===== src/rtl/add_serial_n.sv =====
// add_serial_n: switch-fed bit-serial adder/subtractor with debounced keys,
// operand/result/accumulator registers and registered 7-segment readouts.
module add_serial_n #(
    parameter  int WIDTH        = 8,
    parameter  int DEBOUNCE_CYC = 50000,
    localparam int NDIG         = (WIDTH + 3) / 4
) (
    input  logic                iCLK_50,
    input  logic                iRST_N,
    input  logic [WIDTH-1:0]    iSW,
    input  logic                iKEY_LOAD_A,
    input  logic                iKEY_LOAD_B,
    input  logic                iKEY_EXEC,
    input  logic [1:0]          iMODE,
    output logic [WIDTH-1:0]    oA,
    output logic [WIDTH-1:0]    oB,
    output logic [WIDTH-1:0]    oRESULT,
    output logic                oCARRY,
    output logic                oOVF,
    output logic                oBUSY,
    output logic                oVALID,
    output logic [7*NDIG-1:0]   oHEX_A,
    output logic [7*NDIG-1:0]   oHEX_B,
    output logic [7*NDIG-1:0]   oHEX_R,
    output logic [6:0]          oHEX_C
);

    localparam int DCW = $clog2(DEBOUNCE_CYC + 1);
    localparam int BCW = $clog2(WIDTH + 1);
    localparam logic [6:0] SEG_ZERO = 7'b1000000;
    localparam logic [6:0] SEG_ONE  = 7'b1111001;

    typedef enum logic [1:0] {
        S_IDLE,
        S_RUN,
        S_DONE
    } state_t;

    // Key index: 0 = LOAD_A, 1 = LOAD_B, 2 = EXEC
    logic [2:0]       w_key_raw;
    logic [2:0]       r_sync1;
    logic [2:0]       r_sync2;
    logic [2:0]       r_db;
    logic [DCW-1:0]   r_dcnt [3];
    logic [2:0]       w_flip;
    logic [2:0]       w_press;
    logic             w_ld_a;
    logic             w_ld_b;
    logic             w_exec;

    state_t           r_state;
    state_t           w_state_nxt;

    logic [WIDTH-1:0] r_a;
    logic [WIDTH-1:0] r_b;
    logic [WIDTH-1:0] r_result;
    logic             r_carry;
    logic             r_ovf;
    logic             r_valid;
    logic [WIDTH-1:0] r_x;
    logic [WIDTH-1:0] r_y;
    logic [WIDTH-1:0] r_sum;
    logic             r_c;
    logic [BCW-1:0]   r_bitcnt;

    logic [WIDTH-1:0] w_a_eff;
    logic [WIDTH-1:0] w_b_eff;
    logic [WIDTH-1:0] w_x_init;
    logic [WIDTH-1:0] w_y_init;
    logic             w_sum_bit;
    logic             w_cout;
    logic [WIDTH-1:0] w_sum_shift;
    logic             w_last;

    logic [4*NDIG-1:0] w_pad_a;
    logic [4*NDIG-1:0] w_pad_b;
    logic [4*NDIG-1:0] w_pad_r;
    logic [7*NDIG-1:0] w_hex_a_nxt;
    logic [7*NDIG-1:0] w_hex_b_nxt;
    logic [7*NDIG-1:0] w_hex_r_nxt;
    logic [6:0]        w_hex_c_nxt;
    logic [7*NDIG-1:0] r_hex_a;
    logic [7*NDIG-1:0] r_hex_b;
    logic [7*NDIG-1:0] r_hex_r;
    logic [6:0]        r_hex_c;

    function automatic logic [6:0] seg7(input logic [3:0] v);
        logic [6:0] s;
        case (v)
            4'h0:    s = 7'b1000000;
            4'h1:    s = 7'b1111001;
            4'h2:    s = 7'b0100100;
            4'h3:    s = 7'b0110000;
            4'h4:    s = 7'b0011001;
            4'h5:    s = 7'b0010010;
            4'h6:    s = 7'b0000010;
            4'h7:    s = 7'b1111000;
            4'h8:    s = 7'b0000000;
            4'h9:    s = 7'b0010000;
            4'hA:    s = 7'b0001000;
            4'hB:    s = 7'b0000011;
            4'hC:    s = 7'b1000110;
            4'hD:    s = 7'b0100001;
            4'hE:    s = 7'b0000110;
            default: s = 7'b0001110;
        endcase
        return s;
    endfunction

    assign w_key_raw = {iKEY_EXEC, iKEY_LOAD_B, iKEY_LOAD_A};

    // Debounce qualification: a key flips when the synced level has differed for DEBOUNCE_CYC samples
    always_comb begin
        w_flip  = '0;
        w_press = '0;
        for (int unsigned i = 0; i < 3; i++) begin
            w_flip[i]  = (r_sync2[i] != r_db[i]) && (r_dcnt[i] == DCW'(DEBOUNCE_CYC - 1));
            w_press[i] = w_flip[i] & r_db[i];
        end
    end

    assign w_ld_a = w_press[0];
    assign w_ld_b = w_press[1];
    assign w_exec = w_press[2];

    // Key synchronisers, stability counters and debounced levels
    always_ff @(posedge iCLK_50) begin
        if (!iRST_N) begin
            r_sync1 <= '1;
            r_sync2 <= '1;
            r_db    <= '1;
            for (int unsigned i = 0; i < 3; i++) begin
                r_dcnt[i] <= '0;
            end
        end else begin
            r_sync1 <= w_key_raw;
            r_sync2 <= r_sync1;
            for (int unsigned i = 0; i < 3; i++) begin
                if (r_sync2[i] == r_db[i]) begin
                    r_dcnt[i] <= '0;
                end else if (w_flip[i]) begin
                    r_db[i]   <= r_sync2[i];
                    r_dcnt[i] <= '0;
                end else begin
                    r_dcnt[i] <= r_dcnt[i] + 1'b1;
                end
            end
        end
    end

    // Operand forwarding: a load coinciding with exec feeds the freshly loaded value
    assign w_a_eff  = w_ld_a ? iSW : r_a;
    assign w_b_eff  = w_ld_b ? iSW : r_b;
    assign w_x_init = (iMODE == 2'b10) ? r_result : w_a_eff;
    assign w_y_init = (iMODE == 2'b01) ? ~w_b_eff : w_b_eff;

    // One full-adder slice per cycle on the shifter LSBs
    assign w_sum_bit   = r_x[0] ^ r_y[0] ^ r_c;
    assign w_cout      = (r_x[0] & r_y[0]) | (r_c & (r_x[0] ^ r_y[0]));
    assign w_sum_shift = {w_sum_bit, r_sum[WIDTH-1:1]};
    assign w_last      = (r_bitcnt == BCW'(WIDTH - 1));

    // FSM state register
    always_ff @(posedge iCLK_50) begin
        if (!iRST_N) begin
            r_state <= S_IDLE;
        end else begin
            r_state <= w_state_nxt;
        end
    end

    // FSM next-state: clear (mode 11) completes in IDLE without entering RUN
    always_comb begin
        w_state_nxt = r_state;
        case (r_state)
            S_IDLE:  if (w_exec && (iMODE != 2'b11)) w_state_nxt = S_RUN;
            S_RUN:   if (w_last) w_state_nxt = S_DONE;
            S_DONE:  w_state_nxt = S_IDLE;
            default: w_state_nxt = S_IDLE;
        endcase
    end

    // Operand registers, serial datapath and result/flag update
    always_ff @(posedge iCLK_50) begin
        if (!iRST_N) begin
            r_a      <= '0;
            r_b      <= '0;
            r_result <= '0;
            r_carry  <= 1'b0;
            r_ovf    <= 1'b0;
            r_valid  <= 1'b0;
            r_x      <= '0;
            r_y      <= '0;
            r_sum    <= '0;
            r_c      <= 1'b0;
            r_bitcnt <= '0;
        end else begin
            r_valid <= 1'b0;
            case (r_state)
                S_IDLE: begin
                    if (w_ld_a) r_a <= iSW;
                    if (w_ld_b) r_b <= iSW;
                    if (w_exec) begin
                        if (iMODE == 2'b11) begin
                            r_result <= '0;
                            r_carry  <= 1'b0;
                            r_ovf    <= 1'b0;
                            r_valid  <= 1'b1;
                        end else begin
                            r_x      <= w_x_init;
                            r_y      <= w_y_init;
                            r_c      <= (iMODE == 2'b01);
                            r_sum    <= '0;
                            r_bitcnt <= '0;
                        end
                    end
                end
                S_RUN: begin
                    r_x      <= r_x >> 1;
                    r_y      <= r_y >> 1;
                    r_sum    <= w_sum_shift;
                    r_c      <= w_cout;
                    r_bitcnt <= r_bitcnt + 1'b1;
                    // Result is committed on the last bit so it is visible during DONE
                    if (w_last) begin
                        r_result <= w_sum_shift;
                        r_carry  <= w_cout;
                        r_ovf    <= r_c ^ w_cout;
                        r_valid  <= 1'b1;
                    end
                end
                default: ;
            endcase
        end
    end

    // Segment patterns per nibble, top digit zero-filled above WIDTH
    always_comb begin
        w_pad_a = '0;
        w_pad_b = '0;
        w_pad_r = '0;
        w_pad_a[WIDTH-1:0] = r_a;
        w_pad_b[WIDTH-1:0] = r_b;
        w_pad_r[WIDTH-1:0] = r_result;
        w_hex_a_nxt = '0;
        w_hex_b_nxt = '0;
        w_hex_r_nxt = '0;
        for (int unsigned i = 0; i < NDIG; i++) begin
            w_hex_a_nxt[7*i +: 7] = seg7(w_pad_a[4*i +: 4]);
            w_hex_b_nxt[7*i +: 7] = seg7(w_pad_b[4*i +: 4]);
            w_hex_r_nxt[7*i +: 7] = seg7(w_pad_r[4*i +: 4]);
        end
        w_hex_c_nxt = r_carry ? SEG_ONE : SEG_ZERO;
    end

    // Registered display drivers
    always_ff @(posedge iCLK_50) begin
        if (!iRST_N) begin
            r_hex_a <= {NDIG{SEG_ZERO}};
            r_hex_b <= {NDIG{SEG_ZERO}};
            r_hex_r <= {NDIG{SEG_ZERO}};
            r_hex_c <= SEG_ZERO;
        end else begin
            r_hex_a <= w_hex_a_nxt;
            r_hex_b <= w_hex_b_nxt;
            r_hex_r <= w_hex_r_nxt;
            r_hex_c <= w_hex_c_nxt;
        end
    end

    assign oA      = r_a;
    assign oB      = r_b;
    assign oRESULT = r_result;
    assign oCARRY  = r_carry;
    assign oOVF    = r_ovf;
    assign oBUSY   = (r_state == S_RUN);
    assign oVALID  = r_valid;
    assign oHEX_A  = r_hex_a;
    assign oHEX_B  = r_hex_b;
    assign oHEX_R  = r_hex_r;
    assign oHEX_C  = r_hex_c;

endmodule


===== config.mk =====
export PLATFORM = sky130hd
export DESIGN_NAME = add_serial_n
export DESIGN_NICKNAME = d
export VERILOG_FILES = /design/src/rtl/add_serial_n.sv
export SDC_FILE = /design/constraint.sdc
export NUM_CORES = 1
export LEC_CHECK = 0
export ABC_AREA = 1
export CAP_MARGIN = 20
export CORE_ASPECT_RATIO = 0.8
export CORE_MARGIN = 3
export CORE_UTILIZATION = 35
export CTS_BUF_LIST = sky130_fd_sc_hd__clkbuf_16
export CTS_CLUSTER_DIAMETER = 100
export DETAILED_ROUTE_END_ITERATION = 8
export SLEW_MARGIN = 15
export SYNTH_ARGS = -nofsm -noshare
export SYNTH_HDL_FRONTEND = slang
export SYNTH_SLANG_ARGS = --single-unit
export TNS_END_PERCENT = 50

===== constraint.sdc =====
create_clock -name iCLK_50 -period 2 [get_ports iCLK_50]
set_clock_uncertainty 0.1 [all_clocks]
set_input_delay 0.3 -clock iCLK_50 [delete_from_list [all_inputs] [get_ports iCLK_50]]
set_output_delay 0.3 -clock iCLK_50 [all_outputs]
set_load 0.01 [all_outputs]

### Yosys cells after proc, flatten, opt, wreduce, memory -nomap -nowiden

Memories as Yosys holds them, arrays and structs flattened. A register that Yosys moved wholly into a read port is not among the register bits.
Cells that the tools add are included.

| word-level totals | value |
|---|---|
| input bits | 15 |
| register bits after elaboration | 74 |
| memories | 7 |
| output and inout bits | 77 |
| ROM bits | 672 |
| word-level logic and storage cells | 169 |
| RAM bits | 48 |

| cells by class | value |
|---|---|
| multiplexer cells | 80 |
| bitwise logic cells | 22 |
| reduce and logical (&&, ||, !) cells | 18 |
| eq/ne operators | 20 |
| add/sub/neg operators | 4 |

Memories:

| name | depth | width | rd ports | clocked after memory_dff | write ports | line | RTL |
|---|---|---|---|---|---|---|---|
| (name not given) | 16 | 7 | 1 | 1 | 0 | 89 | `case (v)` |
| (name not given) | 16 | 7 | 1 | 1 | 0 | 89 |  |
| (name not given) | 16 | 7 | 1 | 1 | 0 | 89 |  |
| (name not given) | 16 | 7 | 1 | 1 | 0 | 89 |  |
| (name not given) | 16 | 7 | 1 | 1 | 0 | 89 |  |
| (name not given) | 16 | 7 | 1 | 1 | 0 | 89 |  |
| 1 more memories | - | - | - | - | - | - |  |

Operator list:

| kind | number |
|---|---|
| $mux 16 | 9 |
| $mux 8 | 13 |
| $pmux 8 s2 | 4 |
| $add 16x1->16 const B | 3 |
| $eq 16x16->1 const B | 3 |
| $mux 1 | 43 |
| $ne 2x2->1 const B | 5 |
| $or 1x1->1 | 10 |
| $mux 4 | 2 |
| $not 8->8 | 1 |
| $pmux 1 s2 | 4 |
| $pmux 4 s2 | 1 |
| $reduce_and 2->1 | 4 |
| $logic_not 1->1 | 6 |
| $mux 6 | 1 |
| $and 1x1->1 | 5 |
| $add 4x1->4 const B | 1 |
| $eq 2x1->1 const B | 2 |
| $eq 2x2->1 const B | 2 |
| $eq 4x3->1 const B | 1 |
| $logic_and 1x1->1 | 4 |
| $mux 2 | 2 |
| $pmux 2 s2 | 1 |
| $reduce_and 4->1 | 1 |
| 8 further kinds | 16 |

### Longest topological paths before layout

Gate-level depths: netlist (run 1).
An unclocked memory read counts as a cell.

| depth | value |
|---|---|
| depth in word-level cells | 10 |
| depth in mapped cells | 14 |
| depth with buffers taken out | 13 |

### Least setup slack after synthesis (run 1)

No wires, ideal clock.

| path | value |
|---|---|
| kind | reg2reg |
| from | memory r_dcnt[0][0] in the netlist's numbering |
| to | memory r_dcnt[0][12] in the netlist's numbering, data pin |
| buffers on the path | 0 |
| data arrival time | 1.419 ns |
| stages on the path, launching flop included | 13 |
| data required time | 1.650 ns |
| library setup time | 0.250 ns |
| period minus slack after synthesis | 1.769 ns |
| setup slack | 0.231 ns |
| path through | edfxtp_1 -> ha_1 -> nand2_1 -> inv_2 -> nand2_2 -> nor3_2 -> nand2_1 -> nor2_2 -> nand3_1 -> nor2_1 -> nand2_1 -> nand3_1 -> inv_1 |

RTL lines:

| element | line | RTL |
|---|---|---|
| start, declared | 44 | `logic [DCW-1:0] r_dcnt [3];` |

### Worst setup path after layout (run 1)

| path | value |
|---|---|
| from | register r_b[4], in the netlist oB[4] |
| to | output oB[4] |

RTL lines:

| element | line | RTL |
|---|---|---|
| start, declared | 55 | `logic [WIDTH-1:0] r_b;` |
| start signal, assigned | 202 | `if (w_ld_b) r_b <= iSW;` |
| end, declared | 16 | `output logic [WIDTH-1:0] oB,` |

No word-level cell between the ends.

==> results of run 1 <==
-- final cells by class --
| cell class | count | area (um^2) |
|---|---|---|
| multi-input combinational | 813 | 4350 |
| tap | 312 | 390 |
| clock inverter | 15 | 139 |
| sequential | 157 | 3630 |
| fill | 2334 | 12700 |
| inverter | 158 | 593 |
| clock buffer | 17 | 425 |
| timing repair buffer | 138 | 1320 |
-- state kept, by name, indices dropped and copies added, names as in the netlist, 2 cells and up --
signal    flops
oRESULT       8
oHEX_B       14
oHEX_R       14
r_x           8
r_sync1       3
r_y           8
r_sum         7
r_bitcnt      4
oHEX_A       14
oB            8
r_state       2
r_dcnt       48
r_sync2       3
r_db          3
oA            8
-- cells in the final DEF (no fill, tap or decap), drive strengths merged, types with 13 or more instances in the layout --
cell           count
inv              165
buf               50
conb              51
nand2            246
nand3             72
nand4             27
dfxtp            109
nor3              30
clkbuf            17
ha                40
o211ai            13
edfxtp            48
clkdlybuf4s50     87
nor2             108
a21oi            100
o21ai             76
-- through the flow --
step           total power (uW)  setup WS (ns)  TNS [ns]  area, um^2
5_1_grt                    7080        -0.0516    -0.192       10900
3_5_place_dp               3720         0.0694         0       10100
2_1_floorplan              3600          0.231         0        8630
3_3_place_gp               3720         0.0716         0       10100
6_report                   6860         0.0886         0       10900
4_1_cts                    6910        0.00706         0       10700
-- Yosys cell counts (2+ instances only) --
library cell,instances,share of area
o21ai_0,68,0.040
nand3_4,2,0.0041
nor2_1,95,0.042
o21ai_2,2,0.0021
inv_2,12,0.0053
nor3b_1,9,0.0080
dfxtp_1,109,0.26
nor2_2,8,0.0059
buf_2,6,0.0036
edfxtp_1,48,0.17
nand2_1,239,0.11
o211ai_1,13,0.012
conb_1,2,0.00089
nor3_1,28,0.017
nand4_1,27,0.020
clkbuf_1,28,0.012
and2_1,2,0.0015
clkinv_1,3,0.0013
a211oi_1,12,0.011
buf_1,2,0.00089
nor2_8,2,0.0047
xor2_1,9,0.0093
a21oi_1,100,0.059
o21ai_1,6,0.0036
inv_1,143,0.064
o21bai_1,2,0.0018
buf_4,6,0.0053
a31oi_1,2,0.0015
buf_6,2,0.0027
ha_1,40,0.059
nor2_4,3,0.0040
nor3_2,2,0.0024
nand3_1,67,0.040
nand3_2,2,0.0024
or2_2,9,0.0067
nand2_2,6,0.0044
-- power by group through the flow --
stage | Clock (uW) | Sequential, uW | Combinational [uW]
global route | 3370 | 3380 | 334
floorplan | 0 | 3430 | 176
CTS | 3260 | 3370 | 284
detailed placement | 0 | 3440 | 282
finish | 3190 | 3370 | 298
global placement | 0 | 3440 | 280
-- metal layers --
| metal | track usage | vias to the layer above |
|---|---|---|
| li1 | - | 3955 |
| met1 | 0.243 | 3422 |
| met2 | 0.235 | 212 |
| met3 | 0.0316 | 22 |
| met4 | 0.0445 | 0 |
| met5 | 0 | - |
-- cells by family after synthesis --
group,after synthesis
other cells,2
compound gates,207
flops,157
simple gates,503
xor+xnor,10
buf+inv,202
fa+ha+maj,41
-- timing repair --
item                       4_1_cts  5_1_grt
buffers inserted                 0        5
resized for setup                2       37
pin swaps                        0       11
cloned                           0        1
setup endpoints to repair        1       63
-- how the worst max path moves through the flow --
stage	endpoint	slack, ns	depth (start not counted)
3_3_place_gp	r_y[0]	0.07	7
2_1_floorplan	r_dcnt[0][12]	0.23	12
6_report	oB[4]	0.09	1
3_5_place_dp	r_y[0]	0.07	7
4_1_cts	oRESULT[6]	0.007	1
5_1_grt	r_dcnt[0][12]	-0.05	12
==> run metrics, run 1 <==
outcome completed; first-pass iteration count of the detailed router 6; top_reg_cell synth dfxtp_1; WHS Endpoint r_sync1[0]; remaining antenna violation count 0; port bufs 88; Clk pwr share 0.465; Max clock buf depth 2; Inserted Clock Buffers 17; Post-CTS Hold Fix Bufs 0; Yosys cell types 42; Comb power frac 0.043; Bufs and invs on worst path 1; die footprint 26100 um^2; cells along the critical path clkdlybuf4s50_1; initial DRC count a little over 500; via/cell ratio 4.73; pwr/cell area roughly 630 nW/um^2; DRC 0; critical path class reg2out; FF-to-FF Start r_dcnt[0][0]; pin count of the biggest net entering global routing 44; largest family of logic cells by synthesized area simple AND/OR/NAND/NOR gates; Post-Syn Area 8450 um^2; RSZ-0062 raised after global routing yes; Post-Layout Cell Count 1610; Crit path max-delay family buffers and inverters; Synth Area in Compound Gates 0.133; Seq/Total Area, Yosys 0.429; row cnt 50; Starting Density 0.358; Placer Congestion roughly 0.86; worst r2r dst r_dcnt[0][7]; vias in the first global route 6966; synth warn 0; FMAX 523 MHz; R2R cell count 10; final WL ~22000 um; initial antenna violation count 0; dpl hpwl roughly 16000 um; Layout Nets 1341; Final Critical Period roughly 1.9 ns; area grow syn2layout 28.4%; VDD IR max ~490 uV; period utilisation layout 0.956; die width 180 um; post-synthesis mux area share 0; CP endpoint kind output port; htree depth 4; met3 WL between 1000 and 1500 um; Switch Pwr 1680 uW; final count of hold timing violations 0; Synth async-reset ratio 0; CTS tree built; slowest CP cell clkdlybuf4s50_1; #FFs+latches synth 157; Hold Startpoint iKEY_LOAD_A; Setup crit start oB[4]; Core Box Area 23600 um^2; Max-Cap Viols 0; worst hold path stage count 2; GRT Util Overall 0.162; flop-to-flop setup slack ~0.10 ns; Gate Count Post-Synth roughly 1100; Synth Area in XOR/XNOR 0.0104; die height 145 um; Reg power frac 0.491; Post-synth EDFFs between 40 and 50; met1 WL around 11000 um; Setup crit start kind register; Root Buffer Master clkbuf_16; diode count 0; CP max stage delay 0.60 ns; Met2 Wirelength roughly 9000 um; DP Cell Count around 1600; P_int 5170 uW; Post-Route Utilization 0.460; hold crit path type in2reg; Post-Syn Area per Cell about 7.5 um^2; Adder-Cell Fraction of Synth Area 0.0616; first-pass GRT wire length between 30000 and 40000 um; vias post-DR roughly 7600; switching part of the total 0.245; Synth Area in Simple Gates 0.271; Worst EP arrival about 1.5 ns; pins over their slew limit 0; Hold Worst Slack about 0.33 ns; Worst Path Max Fanout 5; Worst-Skew Late Latency approximately 0.44 ns; CP required 1.60 ns; Avg WL per Cell ~13 um; IO Pins 92; clk slew on worst S/H paths approximately 0.070 ns; layout cell share with drive strength beyond 1 0.122; clk sinks ~160; Lkg Pwr roughly 0.0047 uW; Top Metal Used met4; final setup fails 0; global route overflow 0
Power figures use the tool's default switching activity.
==> run 2, diff against run 1 <==
--- a/config.mk
+++ b/config.mk
@@ -13,6 +13,7 @@
 export CTS_BUF_LIST = sky130_fd_sc_hd__clkbuf_16
 export CTS_CLUSTER_DIAMETER = 100
 export DETAILED_ROUTE_END_ITERATION = 8
+export PLACE_DENSITY = 0.52
 export SLEW_MARGIN = 15
 export SYNTH_ARGS = -nofsm -noshare
 export SYNTH_HDL_FRONTEND = slang
==> run 2 against run 1 <==
Register-to-register slack worse by 0.02 ns. Critical path depth up 8. Sequential power about the same. Critical endpoint is now r_x[2].
==> run metrics, run 2 (same netlist as run 1, synthesis figures left out) <==
Root Buffer Master clkbuf_16; via/cell ratio 4.66; clk slew on worst S/H paths 0.07 ns; vias in the first global route about 7000; DRC 0; Hold Startpoint r_sync1[0]; Avg WL per Cell roughly 13 um; Post-CTS Hold Fix Bufs 0; commonest non-fill, non-tap cell in the layout nand2_1; Core Box Area approximately 24000 um^2; first-pass iteration count of the detailed router 5; CP required between 2 and 2.5 ns; initial DRC count 522; worst r2r dst r_x[2]; Top reg by flops r_dcnt; placed cell area ~10000 um^2; GRT Util Overall 0.164; pwr/cell area 643 nW/um^2; FMAX slightly above 500 MHz; period utilisation layout 0.962; Post-Route Utilization 0.470; row cnt 50; diode count 0; htree depth 4; CTS tree built; R2R cell count 9; FF-to-FF Start r_dcnt[0][10]; pins over their slew limit 0; first-pass GRT wire length 35200 um; Lkg Pwr between 0.004 and 0.005 uW; port bufs between 80 and 90; layout cell share with drive strength beyond 1 0.143; Setup crit start kind register; IO Pins 92; global route overflow 0; Max-Cap Viols 0; critical path class reg2reg; Worst Path Max Fanout 6; die width ~180 um; CP endpoint kind register; Worst EP arrival between 2 and 2.5 ns; most frequent cells in the layout nand2_1 (232), inv_1 (142), dfxtp_1 (105), a21oi_1 (100), clkdlybuf4s50_1 (87); final instance area between 10000 and 15000 um^2; TNS Setup 0 ns; remaining antenna violation count 0; die height between 100 and 150 um; RSZ-0062 raised after global routing yes; vias post-DR roughly 7600; initial antenna violation count 0; dpl hpwl about 16000 um; flop-to-flop setup slack about 0.075 ns; Filler cells between 2000 and 2500; Inserted Clock Buffers 17; dpl ws -0.00526 ns; slack of the critical path between 0.07 and 0.08 ns; Final Critical Period 1.92 ns; WHS Endpoint r_sync2[0]; Max clock buf depth 2; outcome completed; final WL 21600 um; final setup fails 0; die footprint between 20000 and 30000 um^2; area grow syn2layout 31.2%; VDD IR max approximately 460 uV; worst hold path stage count 1; clk sinks about 160; Placer Congestion a little under 0.9; final count of hold timing violations 0; hold crit path type reg2reg; Layout Nets around 1400; max FFs per register 48; pin count of the biggest net entering global routing 31; Worst-Skew Late Latency 0.43 ns; Starting Density 0.358
## run 2: how the worst max path moves through the flow
stage,cells past startpoint,startpoint,slack (ns),to
2_1_floorplan,12,r_dcnt[0][0],0.23,r_dcnt[0][12]
3_3_place_gp,5,iRST_N,-0.02,r_dcnt[1][13]
3_5_place_dp,5,iRST_N,-0.005,r_dcnt[1][13]
4_1_cts,1,oB[5],0.006,oB[5]
5_1_grt,12,r_dcnt[0][1],-0.04,r_dcnt[0][12]
6_report,9,r_dcnt[0][10],0.08,r_x[2]
## run 2: area by class of cell
cell class | count | area [um^2] | share of cell area
clock inverter | 13 | 145 | 0.0131
tap | 312 | 390 | 0.0352
clock buffer | 19 | 475 | 0.0429
timing repair buffer | 158 | 1470 | 0.133
multi-input combinational | 814 | 4380 | 0.395
sequential | 157 | 3630 | 0.327
inverter | 158 | 596 | 0.0537
## run 2: layer usage
metal  vias up  wire (um)  GRT usage
met5         -          0          0
met4         0        171     0.0406
met3        13        903     0.0338
met2       146       8950      0.240
met1      3459      11600      0.245
li1       3989          -          -
## run 2: what timing repair did
| item | 4_1_cts | 5_1_grt |
|---|---|---|
| pin swaps | 0 | 15 |
| buffers inserted | 0 | 12 |
| resized for setup | 1 | 48 |
| endpoints found under the setup margin | 1 | 54 |
| cloned | 0 | 4 |
## run 2: per-stage QoR
stage	total power, uW	hold WS, ns	instances
5_1_grt	7400	0.329	1631
2_1_floorplan	3600	0.293	1171
3_5_place_dp	3720	0.299	1583
4_1_cts	7190	0.316	1615
3_3_place_gp	3720	0.296	1583
6_report	7130	0.313	1631
## run 2: worst max-delay path, stage by stage (launching register included)
cell and delay, ns:
edfxtp_1 0.43, inv_1 0.13, nand3_1 0.20, nor2_2 0.19, buf_4 0.16, nand4_1 0.23
nand3_1 0.17, nand2_1 0.07, nand2_1 0.07, a21oi_1 0.06
## run 2: report_power, final
| group | internal, uW | total [uW] | leakage, uW | switching (uW) |
|---|---|---|---|---|
| sequential | 3320 | 3370 | 0.00138 | 44.5 |
| clock | 2010 | 3460 | 0.000303 | 1440 |
| combinational | 114 | 306 | 0.00319 | 192 |
| total | 5450 | 7130 | 0.00487 | 1680 |
==> run 3, diff against run 2 <==
--- a/config.mk
+++ b/config.mk
@@ -6,13 +6,13 @@
 export NUM_CORES = 1
 export LEC_CHECK = 0
 export ABC_AREA = 1
-export CAP_MARGIN = 20
 export CORE_ASPECT_RATIO = 0.8
 export CORE_MARGIN = 3
 export CORE_UTILIZATION = 35
 export CTS_BUF_LIST = sky130_fd_sc_hd__clkbuf_16
 export CTS_CLUSTER_DIAMETER = 100
 export DETAILED_ROUTE_END_ITERATION = 8
+export HOLD_SLACK_MARGIN = 0.03
 export PLACE_DENSITY = 0.52
 export SLEW_MARGIN = 15
 export SYNTH_ARGS = -nofsm -noshare
==> results of run 3 <==
No change in the layout: final DEF, timing and power equal those of run 2.
